File: src/rtl/controle_buzzer_pkg.sv
// Shared definitions for the buzzer sequencer: note codes, the error melody
// and the FSM state type.
package buzzer_pkg;

    typedef logic [3:0] nota_t;

    localparam nota_t NOTA_DO       = 4'b1000;
    localparam nota_t NOTA_RE       = 4'b0010;
    localparam nota_t NOTA_SOL      = 4'b0001;
    localparam nota_t NOTA_LA       = 4'b0100;
    localparam nota_t NOTA_SILENCIO = 4'b0000;

    localparam nota_t MELODIA_ERRO [0:3] = '{NOTA_LA, NOTA_SOL, NOTA_RE, NOTA_DO};

    typedef enum logic [2:0] {
        OCIOSO  = 3'd0,
        PREPARA = 3'd1,
        TOCA    = 3'd2,
        PAUSA   = 3'd3,
        FINAL   = 3'd4
    } estado_t;

    function automatic int unsigned max_u(input int unsigned a, input int unsigned b);
        return (a > b) ? a : b;
    endfunction

endpackage

File: src/rtl/controle_buzzer_if.sv
// Request/response bundle between the game control unit (master) and the
// buzzer sequencer (slave).
interface controle_buzzer_if;
    import buzzer_pkg::*;

    logic  iniciar;
    logic  melodia;
    nota_t nota;
    logic  parar;
    nota_t seletor;
    logic  conta;
    logic  zera_buzzer;
    logic  ocupado;
    logic  fim;

    modport master (
        output iniciar, melodia, nota, parar,
        input  seletor, conta, zera_buzzer, ocupado, fim
    );

    modport slave (
        input  iniciar, melodia, nota, parar,
        output seletor, conta, zera_buzzer, ocupado, fim
    );
endinterface

File: src/rtl/controle_buzzer_temporizador.sv
// Loadable down-counter that stops at zero; used to time notes and gaps.
module temporizador #(
    parameter int unsigned LARGURA = 4
) (
    input  logic               clock,
    input  logic               reset,
    input  logic               carrega,
    input  logic [LARGURA-1:0] valor,
    output logic               zero
);

    logic [LARGURA-1:0] r_cont;

    always_ff @(posedge clock) begin
        if (reset) begin
            r_cont <= '0;
        end else if (carrega) begin
            r_cont <= valor;
        end else if (r_cont != '0) begin
            r_cont <= r_cont - LARGURA'(1);
        end
    end

    assign zero = (r_cont == '0);

endmodule

File: src/rtl/controle_buzzer.sv
// Buzzer sequencer: plays one note or the four-note error melody, each note
// followed by an optional silent gap, then pulses fim.
module controle_buzzer
    import buzzer_pkg::*;
#(
    parameter int unsigned CLOCK_FREQ = 50_000_000,
    parameter int unsigned DURACAO_MS = 500,
    parameter int unsigned PAUSA_MS   = 100
) (
    input logic               clock,
    input logic               reset,
    controle_buzzer_if.slave  barramento
);

    // 64-bit products: the default clock times the note length overflows 32 bits
    localparam longint unsigned DUR_L = (64'(CLOCK_FREQ) * 64'(DURACAO_MS)) / 64'd1000;
    localparam longint unsigned PAU_L = (64'(CLOCK_FREQ) * 64'(PAUSA_MS)) / 64'd1000;
    localparam int unsigned DUR_CICLOS = 32'(DUR_L);
    localparam int unsigned PAU_CICLOS = 32'(PAU_L);

    localparam int unsigned LARG_CALC = $clog2(max_u(DUR_CICLOS, PAU_CICLOS) + 1);
    localparam int unsigned LARG      = (LARG_CALC < 1) ? 1 : LARG_CALC;
    localparam bit          TEM_PAUSA = (PAU_CICLOS > 0);

    localparam logic [LARG-1:0] CARGA_TOCA  = LARG'(DUR_CICLOS - 1);
    localparam logic [LARG-1:0] CARGA_PAUSA = TEM_PAUSA ? LARG'(PAU_CICLOS - 1) : '0;

    if (DUR_CICLOS < 1) begin : g_duracao_invalida
        $error("controle_buzzer: note duration must be at least one clock cycle");
    end

    estado_t         r_estado;
    estado_t         w_prox;
    logic [1:0]      r_idx;
    logic            r_melodia;
    nota_t           r_nota;
    nota_t           r_seletor;
    logic            r_conta;
    logic            r_zera;
    logic            r_ocupado;
    logic            r_fim;
    logic            w_carrega;
    logic [LARG-1:0] w_valor;
    logic            w_zero;
    logic            w_avanca_idx;
    logic            w_mais_notas;
    estado_t         w_apos_nota;
    nota_t           w_nota_tocar;

    temporizador #(.LARGURA(LARG)) u_temporizador (
        .clock   (clock),
        .reset   (reset),
        .carrega (w_carrega),
        .valor   (w_valor),
        .zero    (w_zero)
    );

    assign w_mais_notas = r_melodia && (r_idx != 2'd3);
    assign w_apos_nota  = w_mais_notas ? PREPARA : FINAL;
    assign w_nota_tocar = r_melodia ? MELODIA_ERRO[r_idx] : r_nota;

    always_comb begin
        w_prox       = r_estado;
        w_carrega    = 1'b0;
        w_valor      = CARGA_TOCA;
        w_avanca_idx = 1'b0;
        case (r_estado)
            OCIOSO: begin
                if (barramento.iniciar) w_prox = PREPARA;
            end
            PREPARA: begin
                w_carrega = 1'b1;
                w_valor   = CARGA_TOCA;
                w_prox    = TOCA;
            end
            TOCA: begin
                if (w_zero) begin
                    if (TEM_PAUSA) begin
                        w_carrega = 1'b1;
                        w_valor   = CARGA_PAUSA;
                        w_prox    = PAUSA;
                    end else begin
                        w_prox       = w_apos_nota;
                        w_avanca_idx = w_mais_notas;
                    end
                end
            end
            PAUSA: begin
                if (w_zero) begin
                    w_prox       = w_apos_nota;
                    w_avanca_idx = w_mais_notas;
                end
            end
            FINAL:   w_prox = OCIOSO;
            default: w_prox = OCIOSO;
        endcase
        if (barramento.parar) begin
            w_prox       = OCIOSO;
            w_carrega    = 1'b0;
            w_avanca_idx = 1'b0;
        end
    end

    // Outputs are registered from the next state so they line up with r_estado
    always_ff @(posedge clock) begin
        if (reset) begin
            r_estado  <= OCIOSO;
            r_idx     <= '0;
            r_melodia <= 1'b0;
            r_nota    <= NOTA_SILENCIO;
            r_seletor <= NOTA_SILENCIO;
            r_conta   <= 1'b0;
            r_zera    <= 1'b0;
            r_ocupado <= 1'b0;
            r_fim     <= 1'b0;
        end else begin
            r_estado <= w_prox;
            if (r_estado == OCIOSO && w_prox == PREPARA) begin
                r_melodia <= barramento.melodia;
                r_nota    <= $onehot(barramento.nota) ? barramento.nota : NOTA_SILENCIO;
                r_idx     <= '0;
            end else if (w_avanca_idx) begin
                r_idx <= r_idx + 2'd1;
            end
            r_seletor <= (w_prox == TOCA) ? w_nota_tocar : NOTA_SILENCIO;
            r_conta   <= (w_prox == TOCA);
            r_zera    <= (w_prox == PREPARA);
            r_ocupado <= (w_prox != OCIOSO);
            r_fim     <= (w_prox == FINAL);
        end
    end

    assign barramento.seletor     = r_seletor;
    assign barramento.conta       = r_conta;
    assign barramento.zera_buzzer = r_zera;
    assign barramento.ocupado     = r_ocupado;
    assign barramento.fim         = r_fim;

endmodule

File: src/flat_wrapper.sv
// flat-port wrapper written by rule: the top's interface ports become plain ports
module controle_buzzer_flat import buzzer_pkg::*;
#(
    parameter int unsigned CLOCK_FREQ = 50_000_000,
    parameter int unsigned DURACAO_MS = 500,
    parameter int unsigned PAUSA_MS   = 100
)
  (clock, reset, barramento_iniciar, barramento_melodia, barramento_nota, barramento_parar, barramento_seletor, barramento_conta, barramento_zera_buzzer, barramento_ocupado, barramento_fim);
  controle_buzzer_if barramento_i ();
  input logic clock;
  input logic reset;
  input wire logic [$bits(barramento_i.iniciar)-1:0] barramento_iniciar;
  input wire logic [$bits(barramento_i.melodia)-1:0] barramento_melodia;
  input wire logic [$bits(barramento_i.nota)-1:0] barramento_nota;
  input wire logic [$bits(barramento_i.parar)-1:0] barramento_parar;
  output wire logic [$bits(barramento_i.seletor)-1:0] barramento_seletor;
  output wire logic [$bits(barramento_i.conta)-1:0] barramento_conta;
  output wire logic [$bits(barramento_i.zera_buzzer)-1:0] barramento_zera_buzzer;
  output wire logic [$bits(barramento_i.ocupado)-1:0] barramento_ocupado;
  output wire logic [$bits(barramento_i.fim)-1:0] barramento_fim;
  assign barramento_i.iniciar = barramento_iniciar;
  assign barramento_i.melodia = barramento_melodia;
  assign barramento_i.nota = barramento_nota;
  assign barramento_i.parar = barramento_parar;
  assign barramento_seletor = barramento_i.seletor;
  assign barramento_conta = barramento_i.conta;
  assign barramento_zera_buzzer = barramento_i.zera_buzzer;
  assign barramento_ocupado = barramento_i.ocupado;
  assign barramento_fim = barramento_i.fim;
  controle_buzzer #(.CLOCK_FREQ(CLOCK_FREQ), .DURACAO_MS(DURACAO_MS), .PAUSA_MS(PAUSA_MS)) u_core (.clock(clock), .reset(reset), .barramento(barramento_i));
endmodule
File: config.mk
export PLATFORM = sky130hd
export DESIGN_NAME = controle_buzzer_flat
export DESIGN_NICKNAME = d
export VERILOG_FILES = /design/src/rtl/controle_buzzer_pkg.sv /design/src/rtl/controle_buzzer_if.sv /design/src/rtl/controle_buzzer_temporizador.sv /design/src/rtl/controle_buzzer.sv /design/src/flat_wrapper.sv
export SDC_FILE = /design/constraint.sdc
export NUM_CORES = 1
export LEC_CHECK = 0
export BUFFER_PORTS_ARGS = -buffer_cell sky130_fd_sc_hd__clkbuf_2
export CORE_ASPECT_RATIO = 1.1
export CORE_MARGIN = 4
export CORE_UTILIZATION = 50
export DETAILED_ROUTE_END_ITERATION = 6
export HOLD_SLACK_MARGIN = 0.08
export PLACE_DENSITY = 0.71
export SLEW_MARGIN = 30
export SYNTH_ARGS = -nofsm -noshare
export SYNTH_HDL_FRONTEND = slang
export SYNTH_HIERARCHICAL = 1
export SYNTH_SLANG_ARGS = --single-unit
File: constraint.sdc
create_clock -name clock -period 3.03 [get_ports clock]
set_input_delay 0.606 -clock clock [delete_from_list [all_inputs] [get_ports clock]]
set_output_delay 0.606 -clock clock [all_outputs]
set_load 0.02 [all_outputs]
Yosys cells after proc, flatten, opt, wreduce, memory -nomap -nowiden

Index checks and enable logic that the tools add are counted.

Add/sub/neg operators: 5
Order comparisons: 1
Equal/unequal tests: 8
Multiplexer cells: 21
Bitwise gates (word level): 2
Reductions and logical operators: 9

Operator list:

| kind                                                                  | count |
|---|---|
| 25-bit 2-to-1 mux                                                     | 4 |
| 25-bit logical NOT                                                    | 1 |
| 25-bit nonzero test                                                   | 1 |
| 25-bit by 1-bit subtractor with 25-bit output (second input constant) | 1 |
| 4-bit 2-to-1 mux                                                      | 4 |
| 3-bit 2-to-1 mux                                                      | 5 |
| 3-bit case mux with 4 select lines                                    | 1 |
| 3-bit by 1-bit == test with 1-bit output (second input constant)      | 3 |
| 3-bit by 2-bit == test with 1-bit output (second input constant)      | 3 |
| 4-bit binary-select mux with 2-bit select                             | 1 |
| 1-bit 2-to-1 mux                                                      | 5 |
| 1-bit by 1-bit adder with 2-bit output                                | 2 |
| 2-bit OR reduction                                                    | 2 |
| 3-bit adder                                                           | 1 |
| 3-bit == test (second input constant)                                 | 1 |
| 3-bit >= comparator (second input constant)                           | 1 |
| 3-bit logical NOT                                                     | 1 |
| 2-bit NOT with 3-bit output                                           | 1 |
| 3-bit nonzero test                                                    | 1 |
| 2-bit by 1-bit adder with 2-bit output (second input constant)        | 1 |
| 1-bit logical AND                                                     | 2 |
| 2-bit != test (second input constant)                                 | 1 |
| 1-bit case mux with 2 select lines                                    | 1 |
| 2-bit nonzero test                                                    | 1 |
| 1-bit NOT                                                             | 1 |

Input bits: 9
Register bits: 43
Output and inout port bits: 8
Logic and storage cells: 56

Logic depth before layout (Yosys ltp)

Gate-level depths: netlist of the first run.

Depth after elaboration: 9
Depth in mapped cells: 13
Mapped depth without buffers: 12

Hierarchy

The synthesis of the first run kept the hierarchy.

Modules (own cells, without submodules):

| module          | area an instance (um2) | cells an instance | instances | seq. area each (um2) |
|---|---|---|---|---|
| temporizador    | 1350.0                 | 155               | 1         | 500.5 |
| controle_buzzer | 894.6                  | 100               | 1         | 360.3 |

Worst setup path after synthesis of the first run

No wires, ideal clock.

Path kind: register to register
From: register u_core.u_temporizador.r_cont[15]
To: register u_core.u_temporizador.r_cont[10]
Setup slack: 0.189 ns
Required time: 2.907 ns
Arrival time: 2.718 ns
Cell stages (with the launch flop): 12
Cell sequence: dfxtp_1 -> or4_4 -> nand2b_4 -> nor2_2 -> nand2_1 -> mux2_2 -> nor2_1 -> clkbuf_1 -> nor2_1 -> o21ai_1 -> buf_2 -> o21ai_0

Longest elaborated chain between the ends: 5

RTL lines:

| item                                                           | line                               | text |
|---|---|---|
| from (decl)                                                    | controle_buzzer_temporizador.sv:12 | `logic [LARGURA-1:0] r_cont;` |
| from (signal assigned)                                         | controle_buzzer_temporizador.sv:18 | `r_cont <= valor;` |
| from (signal assigned)                                         | controle_buzzer_temporizador.sv:20 | `r_cont <= r_cont - LARGURA'(1);` |
| 25-bit logical NOT *                                           | controle_buzzer_temporizador.sv:24 | `assign zero = (r_cont == '0);` |
| named net u_core.w_zero                                        | controle_buzzer.sv:44              | `logic w_zero;` |
| 1-bit 2-to-1 mux *                                             | controle_buzzer.sv:77              | `if (w_zero) begin` |
| 1-bit case mux with 2 select lines *                           | controle_buzzer.sv:67              | `case (r_estado)` |
| 1-bit 2-to-1 mux *                                             | controle_buzzer.sv:97              | `if (barramento.parar) begin` |
| named net u_core.w_carrega                                     | controle_buzzer.sv:42              | `logic w_carrega;` |
| 25-bit 2-to-1 mux / 2-bit nonzero test (equally long branches) | --                                 |  |

Mark *: on every way through the listed nets, which the timed path passes. The rest lies on a longest branch.
A chain may end at the register's enable or synchronous reset.

Worst setup path after layout of the first run

From: register u_core.u_temporizador.r_cont[15]
To: register u_core.u_temporizador.r_cont[19]

The elaborated chain is that of the path after synthesis.

==> results of run 1 <==
## layer usage
metal,global-route usage [%],up-vias
met3,3.33,4
met2,28.5,26
met1,22.0,835
li1,-,966
met4,6.20,0
met5,0,-
## final timing paths
path | startpoint | endpoint | slack, ps
hold / removal | u_core/r_nota[0] | u_core/r_nota[0] | 490
hold reg to reg | u_core/r_nota[0] | u_core/r_nota[0] | 490
setup / recovery | u_core/u_temporizador/r_cont[15] | u_core/u_temporizador/r_cont[19] | 470
setup reg to reg | u_core/u_temporizador/r_cont[15] | u_core/u_temporizador/r_cont[19] | 470
## cells in the final DEF (no fill, tap or decap), types with 2 or more instances in the layout
cell / netlist / final
nor2_1: 10 / 10
mux2i_1: 5 / 5
nand2b_1: 3 / 3
nand3_1: 2 / 2
clkinvlp_4: 0 / 2
xor2_1: 3 / 3
o21ai_0: 19 / 19
nand2_1: 25 / 25
nor3_1: 10 / 10
clkbuf_8: 0 / 5
ha_1: 8 / 8
inv_1: 15 / 15
nor4_1: 11 / 11
o31ai_1: 4 / 4
or4_1: 5 / 5
nor4_4: 2 / 2
or3_1: 4 / 4
o21ai_1: 4 / 4
a21oi_1: 14 / 14
dfxtp_1: 43 / 43
o21a_1: 2 / 2
conb_1: 2 / 17
xnor2_1: 17 / 17
nand4_1: 6 / 6
clkbuf_2: 0 / 16
nor3b_1: 2 / 2
buf_4: 0 / 6
a22o_1: 5 / 5
## flip-flops by register name, indices dropped and copies added, names as in the netlist
name and flops:
u_core/barramento.conta 1, u_core/barramento.seletor 4, u_core/r_melodia 1, u_core/r_estado 3
u_core/r_idx 2, u_core/barramento.fim 1, u_core/barramento.zera_buzzer 1, u_core/r_nota 4
u_core/u_temporizador/r_cont 25, u_core/barramento.ocupado 1
## power groups by stage
stage          sequential (mW)  combinational [mW]  clock, mW
3_5_place_dp             0.835               0.986          0
2_1_floorplan            0.803               0.813          0
4_1_cts                  0.824               0.992      0.391
3_3_place_gp             0.832               0.976          0
6_report                 0.825               0.988      0.378
5_1_grt                  0.842                1.11      0.414
## cells in the mapped netlist (2+ instances only)
master / number
nor3_1: 10
nor2_1: 10
o31ai_1: 4
nor3b_1: 2
or4_1: 5
a22o_1: 5
conb_1: 2
o21ai_1: 4
or3_1: 4
o21a_1: 2
ha_1: 8
mux2i_1: 5
nand4_1: 6
dfxtp_1: 43
o21ai_0: 19
xnor2_1: 17
nand2b_1: 3
nor4_1: 11
clkbuf_1: 5
nand2_1: 25
inv_1: 15
nor4_4: 2
a21oi_1: 14
xor2_1: 3
nand3_1: 2
buf_2: 5
## logic make-up (layout without fill, tap and decap cells)
family / after synthesis / count (layout)
adder cells (fa/ha/maj): 9 / 9
multiplexers: 7 / 7
AO/OA/AOI/OAI: 57 / 57
other: 2 / 17
AND/OR/NAND/NOR: 92 / 92
XOR/XNOR: 20 / 20
buffers and inverters: 25 / 45
flip-flops: 43 / 43
## critical path, stage by stage (launching register included)
cell	delay, ps
dfxtp_1	350
or4_4	570
nand2b_4	200
nor2_2	140
nand2_1	100
mux2_2	270
nor2_1	110
nor2_1	140
o21ai_1	220
buf_4	240
o21ai_0	110
## layout make-up
type | instances | area (um2)
repair buffers | 22 | 125
inverters | 15 | 56.3
well taps | 54 | 67.6
clock buffers | 5 | 68.8
fillers | 388 | 1770
clock inverters | 3 | 23.8
multi-input cells | 202 | 1340
flip-flops and latches | 43 | 861
==> results.toml, run 1 <==
[run_status]
status = "complete, no violations"

[power_and_ir_drop]
total_power_mw = 2.19
clkPwrFrac_pct = 17.3
p_seq_share_pct = 37.6
p_per_area_nw_per_um2 = 862
p_int_mw = 1.33
combPwrFrac_pct = 45.1
p_leak_nw = 1.01
power_switching_mw = 0.860
netSwitchingFraction_pct = 39.2
ir_worst_vdd_v = 0.000294

[place]
placedInstanceArea_um2 = 2450
gp_congestion = 0.764
pre_cts_slack_ps = 465
portBuffers = 16
hpwl_um = 3210
place_inst = 336

[detailed_routing]
viasPerCell = 5.32
drt_iter0_markers = 138
routed-wl-met2_um = 2170
dr.pass1.iters = 4
drc = 0
dr.max_layer_used = "met4"
met1_length_um = 2100
ant_nets = 0
wl_met3_um = 151
routed_wl_um = 4460
avgRoutedWirePerCell_um = 13.0
num_vias = 1831

[synthesis]
synth_area_leaders = "dfxtp_1 38%, xnor2_1 6.6%, ha_1 4.5%"
synth_area_um2 = 2240
synth-edff-count = 0
synth_compound_area_share_pct = 15.9
synth_top_family_by_area = "simple AND/OR/NAND/NOR gates"
yosysTopAreaCell = "dfxtp_1"
ys.flop_type = "dfxtp_1"
syn_avg_cell_area_um2 = 8.80
yosysUniqueCellTypes = 50
ys_ff_latch = 43
synth.top_cell.area_share_pct = 38.4
yosys_warnings = 6
syn-instance-count = 255
synth_mux_area_share_pct = 3.23
seq_area_frac_synth_pct = 38.4
async_flop_share_pct = 0
yosys.area_share.adder_pct = 5.35
synthXorXnorAreaFrac_pct = 7.80
synth_simple_gate_area_share_pct = 24.5

[cts]
root_buffer = "clkbuf_8"
clkTransAtPathRegs_ps = 90
clock_latency_ps = 290
clockBufferDepth = 2
cts_tree = "yes"
cts-resized-gates = 0
clock_sinks = 43
post_cts_buffers = 0
cts_hold_buf = 0
htree_levels = 2
cts_buffers = 5

[final_layout]
areaGrowthSynthToFinish_pct = 13.3
stdcell_count = 344
fin_util_pct = 58.9
num_antenna_cells = 0
fin_nets = 307
drive_gt1_share_pct = 14.8
fin_area_um2 = 2540

[floorplanning]
fp.coreArea_um2 = 4320
rows = 25
die_width_um = 71.9
start_util_pct = 52.0
dieArea_um2 = 5630
pin_count = 17
fp.dieH_um = 78.3

[timing]
setup_slack_ps = 468
timing.hold.ws_ps = 491
setup_viol = 0
slew_violations = 0
tightest_slew_ps = 716
hold_viol = 0
finalCriticalPeriod_ps = 2560
relSlewSlack_pct = 51.9
tns_ps = 0
fmax_mhz = 390
skew_ps = 4.68
rsz0062_at_grt = "no"
period_share_pct = 84.5

[global_routing]
overflow = 0
antenna_found_initial = 0
grt_pass1_vias = 1783
grt_pass1_wl_um = 7890
track_usage_pct = 17.2
grt_max_degree = 22

[setup_path]
crit_path_start_kind = "register"
rr_worst_depth = 10
required_ps = 3210
path_max_fanout = 12
setup.worst_path.class = "register to register"
worst_ep_arrival_time_ps = 2740
cp-end-kind = "register"

[min_path]
holdPathStages = 2
hold_class = "register to register"

[run]
drv_cap = 0
Power figures use the tool's default switching activity.
==> run 2: changes to the inputs <==
PLACE_DENSITY = 0.68   (was 0.71)
clock period = 2.6 ns   (was 3.03 ns; I/O delays follow)
==> run 2 against run 1 <==
  * Routed wire length increased by 4.1%
  * Fmax grew 7.3%
  * Utilization up 3.1 points
  * Non-clock buffer count up 6
  * Setup slack worse by 260 ps
==> results.toml, run 2 (same netlist as run 1, synthesis figures left out) <==
[timing]
fmax_mhz = 419
skew_ps = 10.8
slew_violations = 0
finalCriticalPeriod_ps = 2390
tightest_slew_ps = 743
setup_viol = 0
period_share_pct = 91.8
rsz0062_at_grt = "no"
tns_ps = 0
relSlewSlack_pct = 50.0
hold_viol = 0

[final_layout]
fin_nets = 313
stdcell_count = 350
num_antenna_cells = 0
areaGrowthSynthToFinish_pct = 19.2
fin_util_pct = 62.0
largest_reg_flops = 25
layout_commonest_cell = "dfxtp_1"
layout_common_cells = "43 x dfxtp_1, 25 x nand2_1, 19 x o21ai_0, 17 x xnor2_1, 17 x conb_1"
drive_gt1_share_pct = 17.9
top_register = "u_core/u_temporizador/r_cont"

[setup_path]
r2r_slack_ps = 210
crit-reg2reg-launch = "u_core/u_temporizador/r_cont[16]"
rr_worst_depth = 10
worst_ep_arrival_time_ps = 2560
cp-end-kind = "register"
critical-path-top-delay-family = "simple AND/OR/NAND/NOR gates"
cp_num_buf_inv = 1
cp_slowest_cell = "or4_4"
worstReg2RegEnd = "u_core/u_temporizador/r_cont[8]"
critPathLaunch = "u_core/u_temporizador/r_cont[16]"
path_max_fanout = 9
setup.worst_path.class = "register to register"
crit_path_start_kind = "register"
crit_chain = "or4_4, nand2b_4, nor2_4, nand2_1, mux2_2, nor2_4, nor2_2, o21ai_2, buf_4, o21ai_0"
cp_slowest_stage_delay_ps = 540
required_ps = 2770
crit_path_frequent_cell = "nor2_4"

[place]
place_inst = 342
portBuffers = 16
hpwl_um = 3320
gp_congestion = 0.803

[detailed_routing]
num_vias = 1881
drt_iter0_markers = 104
viasPerCell = 5.37
routed_wl_um = 4650
ant_nets = 0
dr.pass1.iters = 4
drc = 0
avgRoutedWirePerCell_um = 13.3

[floorplanning]
rows = 25
pin_count = 17
fp.dieH_um = 78.3
die_width_um = 71.9
dieArea_um2 = 5630
start_util_pct = 52.0
fp.coreArea_um2 = 4320

[global_routing]
antenna_found_initial = 0
grt_max_degree = 22
grt_pass1_vias = 1838
track_usage_pct = 18.5
grt_pass1_wl_um = 8370
overflow = 0

[cts]
cts_tree = "yes"
clock_sinks = 43
clock_latency_ps = 300
post_cts_buffers = 0
cts_buffers = 5
cts_hold_buf = 0
root_buffer = "clkbuf_8"
clkTransAtPathRegs_ps = 90
htree_levels = 2
clockBufferDepth = 2

[min_path]
min_from = "barramento_melodia"
min_to = "u_core/r_melodia"
hold_class = "input port to register"
holdPathStages = 3

[run]
drv_cap = 0

[power_and_ir_drop]
p_int_mw = 1.81
total_power_mw = 2.83
p_seq_share_pct = 33.9
p_leak_nw = 1.07
p_per_area_nw_per_um2 = 1060
ir_worst_vdd_v = 0.000603
combPwrFrac_pct = 44.5
netSwitchingFraction_pct = 36.2
clkPwrFrac_pct = 21.6
power_switching_mw = 1.03

[run_status]
status = "complete, no violations"
[run 2: worst max path at each step]
stage                     cells after the start  slack, ps                          endpoint
after CTS                                    10         60   u_core/u_temporizador/r_cont[8]
after detailed placement                     10          1   u_core/u_temporizador/r_cont[8]
final                                        10        210   u_core/u_temporizador/r_cont[8]
after floorplan                              11         10  u_core/u_temporizador/r_cont[22]
after global placement                       10        120  u_core/u_temporizador/r_cont[11]
after global routing                         10         50   u_core/u_temporizador/r_cont[9]
[run 2: tightest hold or removal path: stages]
cell and delay (ps):
clkbuf_2 80, nand3_1 60, a21oi_1 50
[run 2: per-layer routing]
layer / share of wire [%] / global-route usage [%] / wire length [um]
met3: 4.8 / 4.61 / 225
met4: 2.0 / 6.39 / 95
met5: 0 / 0 / 0
met1: 48 / 25.0 / 2230
met2: 45 / 28.5 / 2090
[run 2: power by group through the flow]
stage / registers, mW / logic (mW) / clock network, mW
floorplan: 0.935 / 0.966 / 0
global placement: 0.960 / 1.22 / 0
detailed placement: 0.964 / 1.23 / 0
CTS: 0.953 / 1.25 / 0.624
global route: 0.985 / 1.40 / 0.655
finish: 0.962 / 1.26 / 0.611
[run 2: cell type report]
cell class / count / area (um2)
Tap cell: 54 / 67.6
Clock buffer: 6 / 72.6
Timing Repair Buffer: 28 / 183
Fill cell: 390 / 1640
Clock inverter: 2 / 60.1
Sequential cell: 43 / 861
Inverter: 15 / 56.3
Multi-Input combinational cell: 202 / 1380
[run 2: per-stage QoR]
| stage | worst slack, ps | hold WS (ps) | instance area, um2 |
|---|---|---|---|
| floorplan | 11.4 | 449 | 2310 |
| global route | 46.4 | 466 | 2680 |
| global placement | 121 | 478 | 2510 |
| CTS | 63.8 | 449 | 2650 |
| finish | 213 | 452 | 2680 |
| detailed placement | 1.22 | 477 | 2510 |
[run 2: timing repair]
action	4_1_cts	5_1_grt
endpoints found under the setup margin	7	19
pin swaps	0	1
resized for setup	1	6
==> run 3: changes to the inputs <==
PLACE_DENSITY = 0.73   (was 0.68)
==> run 3 against run 2 <==
  * Clock power fell by 28%
  * Largest power group unchanged
  * Critical endpoint is now u_core/u_temporizador/r_cont[7]
  * Combinational power shrank 8%
  * Clock-buffer cell count shrank 1
  * Cell area decreased by 3.1%
==> results.toml, run 3 (same netlist as run 1, synthesis figures left out) <==
[detailed_routing]
drc = 0
viasPerCell = 5.35
drt_iter0_markers = 84
ant_nets = 0
routed_wl_um = 4580
num_vias = 1861
dr.pass1.iters = 4
avgRoutedWirePerCell_um = 13.2

[floorplanning]
pin_count = 17
start_util_pct = 52.0
die_width_um = 71.9
rows = 25
fp.dieH_um = 78.3
dieArea_um2 = 5630
fp.coreArea_um2 = 4320

[cts]
clock_sinks = 43
cts_buffers = 5
clockBufferDepth = 2
clkTransAtPathRegs_ps = 90
cts_tree = "yes"
htree_levels = 2
clock_latency_ps = 300
root_buffer = "clkbuf_8"

[timing]
setup_viol = 0
fmax_mhz = 414
hold_viol = 0
timing.hold.ws_ps = 453
period_share_pct = 93.0
finalCriticalPeriod_ps = 2420
slew_violations = 0
skew_ps = 8.78
tns_ps = 0
tightest_slew_ps = 816
relSlewSlack_pct = 45.1

[global_routing]
grt_max_degree = 22
track_usage_pct = 17.5
overflow = 0
grt_pass1_vias = 1761
grt_pass1_wl_um = 8050
antenna_found_initial = 0

[power_and_ir_drop]
ir_worst_vdd_v = 0.000441
p_per_area_nw_per_um2 = 987
p_leak_nw = 1.03

[final_layout]
layout_commonest_cell = "dfxtp_1"
layout_common_cells = "43 x dfxtp_1, 25 x nand2_1, 19 x o21ai_0, 17 x xnor2_1, 17 x conb_1"
largest_reg_flops = 25
drive_gt1_share_pct = 16.3
fin_nets = 311
top_register = "u_core/u_temporizador/r_cont"
areaGrowthSynthToFinish_pct = 15.6
num_antenna_cells = 0

[place]
hpwl_um = 3350
gp_congestion = 0.792
portBuffers = 16

[setup_path]
cp_slowest_cell = "or4_4"
crit_chain = "or4_4, nand2b_4, nor2_4, nand2_1, mux2_2, nor2_2, nor2_1, o21ai_1, buf_4, a21oi_1, a21o_1"
cp-end-kind = "register"
required_ps = 2800
worst_ep_arrival_time_ps = 2620
cp_slowest_stage_delay_ps = 560
setup.worst_path.class = "register to register"
path_max_fanout = 7
crit_path_start_kind = "register"

[run_status]
status = "complete, no violations"

[run]
drv_cap = 0

[min_path]
hold_class = "input port to register"
[run 3: worst max-delay path: cells and delay by family (launching register included)]
family | cells | cell delay (ps)
buffers and inverters | 1 | 170
flip-flops | 1 | 350
multiplexers | 1 | 300
AND/OR/NAND/NOR | 6 | 1180
AO/OA/AOI/OAI | 3 | 320
[run 3: final timing paths]
kind / from / to / slack, ps / cells after the start
worst max-delay path: u_core/u_temporizador/r_cont[15] / u_core/u_temporizador/r_cont[7] / 180 / 11
worst min-delay path: barramento_melodia / u_core/r_melodia / 450 / 3
worst max register to register: u_core/u_temporizador/r_cont[15] / u_core/u_temporizador/r_cont[7] / 180 / 11
worst min register to register: u_core/r_nota[3] / u_core/r_nota[3] / 480 / 2
[run 3: what timing repair did]
item                                   4_1_cts  5_1_grt
setup endpoints to repair                    0       17
gates resized for setup                      0        3
endpoints found under the hold margin        0        0
setup buffers                                0        0
hold buffers                                 0        0
[run 3: metrics by stage]
step	area, um2	std cells	util (%)	setup slack (ps)	total power [mW]
global route	2590	348	60.1	-7.97	2.75
finish	2590	348	60.1	182	2.56
global placement	2480	340	57.6	140	2.10
floorplan	2310	270	-	11.4	1.90
detailed placement	2480	340	57.6	82.0	2.12
CTS	2580	348	59.7	124	2.56
[run 3: final cells by class]
| type | instances | area [um2] |
|---|---|---|
| fillers | 404 | 1720 |
| multi-input cells | 202 | 1360 |
| clock buffers | 5 | 68.8 |
| inverters | 15 | 56.3 |
| clock inverters | 3 | 25.0 |
| flip-flops and latches | 43 | 861 |
| well taps | 54 | 67.6 |
| repair buffers | 26 | 159 |
[run 3: power breakdown]
| part | internal [mW] | switching [mW] |
|---|---|---|
| combinational | 0.574 | 0.588 |
| sequential | 0.795 | 0.164 |
| clock | 0.192 | 0.246 |
[run 3: per-layer routing]
metal  vias up  global-route usage (%)  wire length [um]
met5         -                       0                 0
met4         0                    6.02                57
met3         4                    4.10               135
met2        20                    28.2              2170
met1       864                    22.9              2210
li1        973                       -                 -
